$ cat src/rtl/lsu.sv
// lsu: RV32I load/store unit over a single-ported word memory.
// Misaligned halfword and word accesses are serialized one byte per cycle.
`default_nettype none

module lsu #(
  parameter int MEM_AW = 12
) (
  input  logic              i_clk,
  input  logic              i_rst_n,
  input  logic              i_req_valid,
  output logic              o_req_ready,
  input  logic              i_req_we,
  input  logic [2:0]        i_req_funct3,
  input  logic [31:0]       i_req_addr,
  input  logic [31:0]       i_req_wdata,
  output logic              o_rsp_valid,
  output logic [31:0]       o_rsp_rdata,
  output logic              o_rsp_err,
  output logic [MEM_AW-1:0] o_mem_addr,
  output logic [31:0]       o_mem_wdata,
  output logic [3:0]        o_mem_bmask,
  output logic              o_mem_wren,
  input  logic [31:0]       i_mem_rdata
);

  localparam int BW = MEM_AW + 2;

  localparam logic [1:0] S_IDLE   = 2'd0;
  localparam logic [1:0] S_ACCESS = 2'd1;
  localparam logic [1:0] S_SPLIT  = 2'd2;
  localparam logic [1:0] S_RESP   = 2'd3;

  logic [1:0]    r_state;
  logic          r_live;
  logic          r_we;
  logic [2:0]    r_f3;
  logic [BW-1:0] r_addr;
  logic [31:0]   r_wdata;
  logic [1:0]    r_k;
  logic [31:0]   r_data;
  logic          r_err;

  logic          w_accept;
  logic          w_legal;
  logic          w_single;
  logic          w_last;
  logic          w_in_mem;
  logic [BW-1:0] w_ba;
  logic [1:0]    w_lane;
  logic [3:0]    w_mask;
  logic [31:0]   w_wd;
  logic [7:0]    w_rd_byte;
  logic [15:0]   w_rd_half;
  logic [31:0]   w_ext;
  logic          w_unused_addr;

  assign w_unused_addr = &{1'b0, i_req_addr[31:BW]};

  assign o_req_ready = r_live && (r_state == S_IDLE);
  assign w_accept    = i_req_valid && o_req_ready;

  always_comb begin
    w_legal = 1'b0;
    case (i_req_funct3)
      3'b000, 3'b001, 3'b010: w_legal = 1'b1;
      3'b100, 3'b101:         w_legal = !i_req_we;
      default:                w_legal = 1'b0;
    endcase
  end

  // Naturally aligned accesses fit in one memory word.
  assign w_single = (i_req_funct3[1:0] == 2'b00) ||
                    (i_req_funct3[1:0] == 2'b01 && !i_req_addr[0]) ||
                    (i_req_funct3[1:0] == 2'b10 && i_req_addr[1:0] == 2'b00);

  assign w_last   = r_f3[1] ? (r_k == 2'd3) : (r_k == 2'd1);
  assign w_in_mem = (r_state == S_ACCESS) || (r_state == S_SPLIT);
  assign w_ba     = r_addr + {{(BW-2){1'b0}}, r_k};
  assign w_lane   = w_ba[1:0];

  assign w_rd_byte = i_mem_rdata[{w_lane, 3'b000} +: 8];
  assign w_rd_half = w_lane[1] ? i_mem_rdata[31:16] : i_mem_rdata[15:0];

  always_comb begin
    w_mask = 4'b0000;
    w_wd   = 32'h0;
    if (r_state == S_SPLIT) begin
      // Single bytes always travel in the low lane of the write bus.
      w_mask = 4'b0001 << w_lane;
      w_wd   = {24'h0, r_wdata[{r_k, 3'b000} +: 8]};
    end else begin
      case (r_f3[1:0])
        2'b00: begin
          w_mask = 4'b0001 << w_lane;
          w_wd   = {24'h0, r_wdata[7:0]};
        end
        2'b01: begin
          if (w_lane[1]) begin
            w_mask = 4'b1100;
            w_wd   = {r_wdata[15:0], 16'h0};
          end else begin
            w_mask = 4'b0011;
            w_wd   = {16'h0, r_wdata[15:0]};
          end
        end
        default: begin
          w_mask = 4'b1111;
          w_wd   = r_wdata;
        end
      endcase
    end
  end

  assign o_mem_addr  = w_in_mem ? w_ba[BW-1:2] : '0;
  assign o_mem_bmask = w_in_mem ? w_mask : 4'b0000;
  assign o_mem_wren  = w_in_mem && r_we;
  assign o_mem_wdata = (w_in_mem && r_we) ? w_wd : 32'h0;

  always_comb begin
    w_ext = r_data;
    case (r_f3)
      3'b000:  w_ext = {{24{r_data[7]}}, r_data[7:0]};
      3'b001:  w_ext = {{16{r_data[15]}}, r_data[15:0]};
      3'b100:  w_ext = {24'h0, r_data[7:0]};
      3'b101:  w_ext = {16'h0, r_data[15:0]};
      default: w_ext = r_data;
    endcase
  end

  assign o_rsp_valid = (r_state == S_RESP);
  assign o_rsp_err   = (r_state == S_RESP) && r_err;
  assign o_rsp_rdata = ((r_state == S_RESP) && !r_we && !r_err) ? w_ext : 32'h0;

  always_ff @(posedge i_clk or negedge i_rst_n) begin
    if (!i_rst_n) begin
      r_state <= S_IDLE;
      r_live  <= 1'b0;
      r_we    <= 1'b0;
      r_f3    <= 3'b000;
      r_addr  <= '0;
      r_wdata <= 32'h0;
      r_k     <= 2'd0;
      r_data  <= 32'h0;
      r_err   <= 1'b0;
    end else begin
      r_live <= 1'b1;
      case (r_state)
        S_IDLE: begin
          if (w_accept) begin
            r_we    <= i_req_we;
            r_f3    <= i_req_funct3;
            r_addr  <= i_req_addr[BW-1:0];
            r_wdata <= i_req_wdata;
            r_k     <= 2'd0;
            r_data  <= 32'h0;
            r_err   <= !w_legal;
            if (!w_legal)     r_state <= S_RESP;
            else if (w_single) r_state <= S_ACCESS;
            else               r_state <= S_SPLIT;
          end
        end
        S_ACCESS: begin
          if (!r_we) begin
            case (r_f3[1:0])
              2'b00:   r_data <= {24'h0, w_rd_byte};
              2'b01:   r_data <= {16'h0, w_rd_half};
              default: r_data <= i_mem_rdata;
            endcase
          end
          r_state <= S_RESP;
        end
        S_SPLIT: begin
          if (!r_we) r_data[{r_k, 3'b000} +: 8] <= w_rd_byte;
          r_k <= r_k + 2'd1;
          if (w_last) r_state <= S_RESP;
        end
        default: r_state <= S_IDLE;
      endcase
    end
  end

endmodule

`default_nettype wire

$ cat config.mk
export PLATFORM = sky130hd
export DESIGN_NAME = lsu
export DESIGN_NICKNAME = d
export VERILOG_FILES = /design/src/rtl/lsu.sv
export SDC_FILE = /design/constraint.sdc
export NUM_CORES = 1
export LEC_CHECK = 0
export CAP_MARGIN = 5
export CORE_MARGIN = 2
export CORE_UTILIZATION = 29
export CTS_BUF_LIST = sky130_fd_sc_hd__clkbuf_4 sky130_fd_sc_hd__clkbuf_8 sky130_fd_sc_hd__clkbuf_16
export DETAILED_ROUTE_END_ITERATION = 10
export SYNTH_ARGS = -nofsm -noshare
export SYNTH_HDL_FRONTEND = slang
export SYNTH_SLANG_ARGS = --single-unit
export TNS_END_PERCENT = 10
$ cat constraint.sdc
create_clock -name i_clk -period 3 [get_ports i_clk]
set_input_delay 0.6 -clock i_clk [delete_from_list [all_inputs] [get_ports i_clk]]
set_output_delay 0.6 -clock i_clk [all_outputs]
set_load 0.02 [all_outputs]
==> run_results.csv <==
group,metric,value,unit
synthesis,synth_edf_count,0,
floorplanning,start_util,0.296,
worst_setup_path,required,2.40,ns
worst_setup_path,reg2reg_depth,7,
cts,cts_root_buffer,"clkbuf_16",
sta,tightest_slew,0.728,ns
worst_setup_path,path_cells,"ha_1 -> a21oi_2 -> nand2b_1 -> xnor2_1 -> and2_1 -> clkdlybuf4s50_1",
worst_setup_path,cp_top_family,"buffers and inverters",
sta,min_period_over_period,1.02,
cts,cts-buffers-inserted,9,
synthesis,synth.ff_latch_count,88,
floorplanning,core-area,19500,um^2
routing,num_vias,5426,
power_and_ir_drop,totalPowerFinal,0.00894,W
sta,max_freq,0.328,GHz
cells_and_area,fin_area,8130,um^2
cells_and_area,n_antenna_cell,0,
sta,fin_crit,3.05,ns
routing,remaining_drc_errors,0,
sta,drv_slew,0,
synthesis,async_flop_share,1.00,
cells_and_area,nets,875,
job,drv_cap,0,
global_routing,grt.overflow.total,0,
floorplanning,die_w,145,um
synthesis,yosysSeqAreaShare,0.381,
sta,max-slew-margin-rel,0.511,
routing,routed-wl-met3,1800,um
routing,dr.pass1.iters,6,
cells_and_area,area_growth,40.5,%
power_and_ir_drop,power_density,1100,nW/um^2
cts,cts_buffer_depth,2,
global_routing,grt_pass1_wl,30800,um
global_routing,antenna_found_initial,0,
worst_setup_path,criticalPathCategory,"reg2out",
synthesis,synthFlopType,"dfrtp_1",
routing,ant_nets,0,
worst_setup_path,r2r-end,"r_data[21]$_DFFE_PN0P_",
worst_setup_path,cp_num_buf_inv,1,
sta,fin_ws,-0.0485,ns
placement,hpwl,14100,um
sta,hold_ws,0.193,ns
floorplanning,rows,51,
cts,clkSinkCount,88,
cts,cts_tree,"built",
worst_setup_path,cp_slowest_stage_delay,0.60,ns
worst_setup_path,r2r-start,"r_addr[0]$_DFFE_PN0P_",
worst_setup_path,r2r_slack,0.21,ns
status,failed_checks,"negative setup slack",
status,status,"complete, but fails checks",
placement,place_congestion,0.889,
cells_and_area,finish.utilization,0.416,
sta,rsz0062_at_grt,"true",
worst_setup_path,cp_slowest_cell,"clkdlybuf4s50_1",
placement,dpl_cell_area,7850,um^2
cts,clock_latency,0.35,ns
placement,portBuffers,168,
routing,wl_per_cell,18.8,um
worst_setup_path,cp.arrival,2.45,ns
placement,dp_worst_setup_slack,-0.124,ns
cts,cts_max_level,3,
synthesis,syn_avg_cell_area,9.70,um^2
global_routing,grt_usage,0.183,
cts,clkTransAtPathRegs,0.07,ns
synthesis,yosys_warnings,0,
synthesis,syn_nets,711,
worst_setup_path,critPathMaxFanout,7,
global_routing,grt_max_degree,37,
routing,drt-met1-wl,8510,um
synthesis,synthesis.area,5780,um^2
routing,top_layer,"met4",
floorplanning,die-height,145,um
routing,routed_via_density,5.27,
power_and_ir_drop,p_leak,3.40,nW
synthesis,syn_inst,596,
sta,fin_skew,0.00829,ns
routing,dr_wl_met2,8730,um
floorplanning,ios,187,
synthesis,synth.distinct_cells,58,
routing,drt-total-wl,19400,um
cells_and_area,drive_above_1_share,0.217,
worst_setup_path,endpoint_kind,"output pin",
sta,setup_viol,2,
sta,hold_viol,0,
routing,drt_iter0_markers,470,
worst_setup_path,start_kind,"register",
power_and_ir_drop,peakVddDrop,521,uV
global_routing,grt_pass1_vias,5395,
floorplanning,dieArea,21100,um^2
min_path,worstHoldPathType,"in2async",
-- Yosys cell counts, drive strengths merged (2+ instances only) --
| cell | instances | area share |
|---|---|---|
| o31ai | 8 | 0.010 |
| o21a | 9 | 0.012 |
| and3 | 2 | 0.0022 |
| o2bb2ai | 8 | 0.012 |
| a21o | 2 | 0.0026 |
| a32oi | 8 | 0.012 |
| mux2 | 52 | 0.10 |
| nand2 | 28 | 0.019 |
| nand4 | 4 | 0.0043 |
| nor4 | 2 | 0.0022 |
| nor3 | 4 | 0.0035 |
| clkbuf | 28 | 0.018 |
| a221o | 7 | 0.012 |
| xnor2 | 4 | 0.0061 |
| and3b | 9 | 0.014 |
| dfrtp | 88 | 0.38 |
| nand2b | 16 | 0.017 |
| mux2i | 9 | 0.016 |
| ha | 11 | 0.024 |
| or2 | 2 | 0.0022 |
| inv | 22 | 0.014 |
| o22ai | 17 | 0.018 |
| a21boi | 8 | 0.011 |
| buf | 15 | 0.011 |
| o21bai | 3 | 0.0039 |
| a222oi | 16 | 0.028 |
| or3 | 2 | 0.0022 |
| a21oi | 29 | 0.027 |
| a22oi | 16 | 0.021 |
| nor3b | 8 | 0.010 |
| and2 | 32 | 0.035 |
| o21ai | 26 | 0.023 |
| nor2 | 48 | 0.031 |
| xor2 | 7 | 0.011 |
| a211oi | 8 | 0.010 |
| nor2b | 12 | 0.013 |
| mux4 | 8 | 0.031 |
| nand3 | 5 | 0.0043 |
-- worst max path at each step --
stage / from / to / slack [ns] / cells after the start
after floorplan: r_k[0]$_DFFE_PN0P_ / o_mem_wdata[22] / 0.1 / 7
after global placement: r_addr[0]$_DFFE_PN0P_ / o_mem_wdata[7] / -0.12 / 8
after detailed placement: r_addr[0]$_DFFE_PN0P_ / o_mem_wdata[7] / -0.12 / 8
after CTS: r_addr[1]$_DFFE_PN0P_ / o_mem_addr[1] / -0.24 / 6
after global routing: r_addr[1]$_DFFE_PN0P_ / o_mem_addr[1] / -0.20 / 6
final: r_addr[1]$_DFFE_PN0P_ / o_mem_addr[1] / -0.05 / 6
-- cell families (layout without fill, tap and decap cells) --
| kind of cell | after synthesis | after routing | synth area share |
|---|---|---|---|
| AOI/OAI and AO/OA | 171 | 171 | 0.216 |
| xor gates and xnor gates | 11 | 11 | 0.0167 |
| adders and majority gates | 12 | 12 | 0.0273 |
| buffers and inverters | 66 | 235 | 0.0444 |
| DFF | 88 | 88 | 0.381 |
| muxes | 69 | 69 | 0.148 |
| other | 1 | 1 | 0.000649 |
| and+or+nand+nor | 178 | 178 | 0.166 |
-- cells in the final DEF, fill, tap and decap left out, drive strengths merged, types with 8 or more instances in the layout --
cell type,n
o22ai,17
a21oi,29
mux4,8
o31ai,8
nand2,28
mux2,52
a211oi,8
ha,11
and2,32
nor3b,8
a21boi,8
nand2b,16
a32oi,8
o21ai,26
and3b,9
a222oi,16
nor2b,12
dlygate4sd2,28
o2bb2ai,8
nor2,48
buf,53
clkbuf,17
clkdlybuf4s50,102
inv,22
dfrtp,88
mux2i,9
a22oi,16
o21a,9
-- power breakdown --
part / total [W] / switching, W / internal (W)
clock network: 0.00123 / 0.000497 / 0.000730
logic: 0.00550 / 0.00313 / 0.00238
registers: 0.00221 / 0.000501 / 0.00171
-- per-layer routing --
layer / vias up / global-route usage
li1: 2527 / -
met1: 2623 / 0.243
met2: 246 / 0.282
met3: 30 / 0.0664
met4: 0 / 0.0525
met5: - / 0
-- layout make-up --
| type | count | area, um^2 |
|---|---|---|
| clock inverter | 7 | 96.3 |
| sequential | 88 | 2200 |
| tap | 265 | 332 |
| fill | 1976 | 11400 |
| clock buffer | 9 | 225 |
| inverter | 23 | 86.3 |
| multi-input combinational | 442 | 3410 |
| timing repair buffer | 196 | 1780 |
-- registers in the layout (all words and copies together), names as in the netlist --
signal	cells
r_data	32
r_f3	3
r_err	1
r_addr	14
r_k	2
r_we	1
r_wdata	32
r_state	2
r_live	1
-- stage by stage --
stage,cells,setup TNS (ns)
finish,1030,-0.0673
global route,1030,-1.25
CTS,1029,-1.56
detailed placement,1013,-1.24
global placement,1013,-1.23
floorplan,596,0
-- what timing repair did --
item | CTS | global route
endpoints found under the setup margin | 71 | 60
setup buffers | 0 | 1
resized for setup | 155 | 47
endpoints found under the hold margin | 0 | 0
pin swaps | 0 | 0
hold buffers | 0 | 0
No activity file was read; power rests on OpenSTA's default activity.
